===== config.mk =====
export PLATFORM = sky130hd
export DESIGN_NAME = instr_fetch
export DESIGN_NICKNAME = d
export VERILOG_FILES = /design/src/rtl/instr_fetch.sv
export SDC_FILE = /design/constraint.sdc
export NUM_CORES = 1
export LEC_CHECK = 0
export BUFFER_PORTS_ARGS = -buffer_cell sky130_fd_sc_hd__buf_2
export CAP_MARGIN = 5
export CORE_MARGIN = 1.5
export CORE_UTILIZATION = 40
export DETAILED_ROUTE_END_ITERATION = 12
export GPL_ROUTABILITY_DRIVEN = 0
export GPL_TIMING_DRIVEN = 0
export PLACE_DENSITY = 0.74
export SETUP_SLACK_MARGIN = 0.4
export SYNTH_ARGS = -nofsm -noshare
export SYNTH_HDL_FRONTEND = slang
export SYNTH_SLANG_ARGS = --single-unit

===== constraint.sdc =====
create_clock -name clk -period 3.8 [get_ports clk]
set_clock_uncertainty 0.1 [all_clocks]
set_input_delay 0.19 -clock clk [delete_from_list [all_inputs] [get_ports clk]]
set_output_delay 0.19 -clock clk [all_outputs]
set_load 0.02 [all_outputs]

===== src/rtl/instr_fetch.sv =====
// Instruction fetch stage: PC, imem req/ready handshake, one-entry output register to decode.
// Optional perf counters (perf_fetch_cnt, perf_stall_cnt) are built when FETCH_PERF_EN is defined.
module instr_fetch #(
  parameter int unsigned          PC_WIDTH = 32,
  parameter logic [PC_WIDTH-1:0]  RESET_PC = '0,
  parameter int unsigned          PC_STEP  = 4
) (
  input  logic                clk,
  input  logic                reset,
  input  logic                stall,
  input  logic                branch_taken,
  input  logic [PC_WIDTH-1:0] branch_target,
  output logic                imem_req,
  output logic [PC_WIDTH-1:0] imem_addr,
  input  logic                imem_ready,
  input  logic [31:0]         imem_rdata,
  output logic [31:0]         instr_out,
  output logic [PC_WIDTH-1:0] pc_out,
  output logic                instr_valid
`ifdef FETCH_PERF_EN
  ,
  output logic [31:0]         perf_fetch_cnt,
  output logic [31:0]         perf_stall_cnt
`endif
);

  typedef enum logic [1:0] {IDLE, RUN, DRAIN} state_t;

  state_t              state, state_nxt;
  logic [PC_WIDTH-1:0] pc, pend_tgt, tgt;
  logic                xfer;

  assign tgt       = branch_target & ~PC_WIDTH'(3);
  assign xfer      = imem_req && imem_ready;
  assign imem_addr = pc;

  always_ff @(posedge clk) begin
    if (reset) state <= IDLE;
    else       state <= state_nxt;
  end

  always_comb begin
    state_nxt = state;
    unique case (state)
      IDLE:    state_nxt = RUN;
      RUN:     if (branch_taken && imem_req && !imem_ready) state_nxt = DRAIN;
      DRAIN:   if (imem_ready) state_nxt = RUN;
      default: state_nxt = IDLE;
    endcase
  end

  always_comb begin
    imem_req = 1'b0;
    unique case (state)
      RUN:     imem_req = !(instr_valid && stall);
      DRAIN:   imem_req = 1'b1;
      default: imem_req = 1'b0;
    endcase
  end

  // A redirect with an unaccepted request must keep the old address on the bus,
  // so the new target parks in pend_tgt until the memory takes the stale fetch.
  always_ff @(posedge clk) begin
    if (reset) begin
      pc          <= RESET_PC;
      pend_tgt    <= '0;
      instr_valid <= 1'b0;
      instr_out   <= '0;
      pc_out      <= '0;
    end else begin
      unique case (state)
        IDLE: if (branch_taken) pc <= tgt;
        RUN: begin
          if (branch_taken) begin
            instr_valid <= 1'b0;
            if (imem_req && !imem_ready) pend_tgt <= tgt;
            else                         pc       <= tgt;
          end else if (xfer) begin
            instr_out   <= imem_rdata;
            pc_out      <= pc;
            instr_valid <= 1'b1;
            pc          <= pc + PC_WIDTH'(PC_STEP);
          end else if (!stall) begin
            instr_valid <= 1'b0;
          end
        end
        DRAIN: begin
          instr_valid <= 1'b0;
          if (branch_taken) pend_tgt <= tgt;
          if (imem_ready)   pc <= branch_taken ? tgt : pend_tgt;
        end
        default: ;
      endcase
    end
  end

`ifdef FETCH_PERF_EN
  always_ff @(posedge clk) begin
    if (reset) begin
      perf_fetch_cnt <= '0;
      perf_stall_cnt <= '0;
    end else begin
      if (state == RUN && !branch_taken && xfer) perf_fetch_cnt <= perf_fetch_cnt + 32'd1;
      if (instr_valid && stall)                  perf_stall_cnt <= perf_stall_cnt + 32'd1;
    end
  end
`endif

endmodule

==> impl_metrics.env <==
export IMPL_status="finished clean"
export IMPL_critPathKind="reg2reg"
export IMPL_dp_hpwl_um=14610
export IMPL_async_flop_share_pct=0
export IMPL_syn_instance_count=779
export IMPL_synth_xor_area_share_pct=0.8444
export IMPL_synth_area_mux_share_pct=6.313
export IMPL_grt_pass1_wl_um=33070
export IMPL_synthTopCellsByCount="nand2_1 (150), dfxtp_1 (131), a21oi_1 (87)"
export IMPL_fill_cells=1394
export IMPL_cts_made_buffers=17
export IMPL_slew_headroom_pct=44.78
export IMPL_fp_dieArea_um2=16320
export IMPL_vdd_drop_max_uv=336.6
export IMPL_pre_cts_ws_ns=0.9938
export IMPL_synth_ff_type="dfxtp_1"
export IMPL_power_leakage_nw=3.620
export IMPL_ant_nets=0
export IMPL_path_max_fanout=10
export IMPL_overflow=0
export IMPL_fin_ws_ns=0.8916
export IMPL_core_area_um2=15200
export IMPL_rr_startpoint="state[0]"
export IMPL_rsz0062_at_grt="no"
export IMPL_syn_area_per_cell_um2=7.989
export IMPL_setup_tns_ns=0
export IMPL_period_share_pct=76.54
export IMPL_path_clk_slew_ns=0.06
export IMPL_startpoint_type="register"
export IMPL_cts_buffer_depth=2
export IMPL_yosys_warnings=0
export IMPL_drc_errors=0
export IMPL_hold_path_class="in2reg"
export IMPL_setup_viol=0
export IMPL_drt_iter0_drc=825
export IMPL_whs_path_depth=3
export IMPL_synth_top_cell_area_share_pct=42.14
export IMPL_fin_hold_ws_ns=0.05071
export IMPL_cp_required_ns=4.05
export IMPL_ios=167
export IMPL_cp_arrival_ns=3.16
export IMPL_crit_chain="inv_1, ha_1, buf_2, clkinv_1, nor3_1, clkbuf_1, a22oi_1, a21o_1, a21oi_1"
export IMPL_die_w_um=127.7
export IMPL_cts_root_buf="clkbuf_16"
export IMPL_cts_sinks=131
export IMPL_synth_area_leaders="dfxtp_1 (42%), nand2_1 (9.0%), a21oi_1 (7.0%), mux2i_1 (6.0%), nor2_1 (4.2%)"
export IMPL_synth_edf_count=0
export IMPL_crit_path_max_incr_delay_ns=0.60
export IMPL_synth_cell_types=67
export IMPL_finalCoreUtilization_pct=55.45
export IMPL_synth_top_family_by_area="simple AND/OR/NAND/NOR gates"
export IMPL_grt_usage_pct=26.11
export IMPL_synth_compound_area_share_pct=21.31
export IMPL_die_y_um=127.7
export IMPL_drt_pass1_iterations=6
export IMPL_seq_area_frac_synth_pct=42.14
export IMPL_num_nets_final=1097
export IMPL_max_freq_mhz=343.8
export IMPL_vias=6927
export IMPL_hold_buffers=62
export IMPL_power_mw=3.840
export IMPL_h_tree_depth=4
export IMPL_rrSetupSlack_ns=0.89
export IMPL_period_minus_slack_ns=2.908
export IMPL_vias_per_cell=5.664
export IMPL_endpoint_kind="register"
export IMPL_port_buffers=163
export IMPL_synth_fa_ha_area_share_pct=1.005
export IMPL_grt_max_degree=17
export IMPL_drive_above_1_share_pct=21.26
export IMPL_syn_num_nets=853
export IMPL_post_cts_setup_buffer_count=0
export IMPL_grt_pass1_vias=6255
export IMPL_cts_resized=0
export IMPL_cts_tree="built"
export IMPL_antenna_found_initial=0
export IMPL_slew_violations=0
export IMPL_drt_total_wl_um=21580
export IMPL_drv_cap=0
export IMPL_slowest_stage="clkbuf_1"
export IMPL_synth_most_common_cell="nand2_1"
export IMPL_p_per_area_nw_per_um2=455.6
export IMPL_initial_utilization_pct=40.94
export IMPL_wl_per_cell_um=17.65
export IMPL_reg2reg_depth=9
export IMPL_yosys_area_share_simple_pct=23.22
export IMPL_hp_start="imem_ready"
export IMPL_syn_area_um2=6223
export IMPL_worst_pin_slew_ns=0.8283
export IMPL_clk_latency_ns=0.43
export IMPL_rows=45
export IMPL_yosys_register_bits=131
export IMPL_yosys_area_top_type="dfxtp_1"
export IMPL_crit_path_start="state[0]"
export IMPL_hold_violations=0
export IMPL_area_growth_pct=35.44
export IMPL_diodes=0
worst max-delay path: cells and delay by family (launching register included):
family	cells	cell delay, ns
flops	1	0.37
buf+inv	4	1.21
simple gates	1	0.30
compound gates	3	0.55
fa+ha+maj	1	0.29
cell usage in the layout, fill, tap and decap left out, drive strengths merged, types with 3 or more instances in the layout:
master	n
buf	188
nand2	151
dfxtp	131
a21oi	87
nor2	70
clkbuf	67
dlygate4sd3	62
mux2i	37
o21ai	34
nand3	18
nand4	17
nor3	11
a22o	11
inv	10
a211oi	9
a31oi	8
and3	7
a221oi	7
clkinv	6
or4	6
nor4	6
nor2b	5
and4	5
a22oi	5
ha	5
o21a	4
nand2b	4
o211ai	4
and2	4
o32ai	4
nand4b	3
o31ai	3
o41ai	3
nand3b	3
xnor2	3
a221o	3
xor2	3
flip-flops by register name, indices dropped and copies added, names as in the netlist:
register     flops
pend_tgt        32
instr_valid      1
instr_out       32
state            2
pc_out          32
imem_addr       32
path summary, 6_finish.rpt:
check,to
setup reg to reg,imem_addr[16]
setup / recovery,imem_addr[16]
hold reg to reg,instr_out[22]
hold / removal,instr_valid
per-layer routing:
metal  vias to the layer above  global-route usage (%)  wire (um)
met3                        84                   5.968       1837
li1                       3268                       -          -
met1                      3190                   33.54       8998
met2                       385                   40.99       9799
met5                         -                       0          0
met4                         0                   13.68        947
cell type report:
| type | count | area (um^2) | area share (%) |
|---|---|---|---|
| plain buffers | 66 | 280.3 | 3.325 |
| repair buffers | 225 | 1436 | 17.04 |
| well taps | 188 | 235.2 | 2.791 |
| clock inverters | 5 | 25.02 | 0.2969 |
| multi-input cells | 571 | 3279 | 38.90 |
| inverters | 11 | 41.29 | 0.4898 |
| flip-flops and latches | 131 | 2623 | 31.11 |
| clock buffers | 26 | 509.2 | 6.041 |
power breakdown:
| group | total [mW] | switching [mW] | internal (mW) |
|---|---|---|---|
| clock network | 1.49 | 0.579 | 0.910 |
| registers | 1.56 | 0.0983 | 1.46 |
| logic | 0.793 | 0.492 | 0.302 |
| total | 3.84 | 1.17 | 2.67 |
cells by family after synthesis:
kind of cell,Yosys count
flip-flops,131
buffers and inverters,77
multiplexers,39
adder cells (fa/ha/maj),5
AND/OR/NAND/NOR,313
XOR/XNOR,6
AO/OA/AOI/OAI,208
through the flow:
step	cells	area (um^2)
after floorplan	779	6223
after global placement	1130	7274
after detailed placement	1130	7274
after CTS	1223	8429
after global routing	1223	8429
final	1223	8429
(Power assumes the default switching activity.)
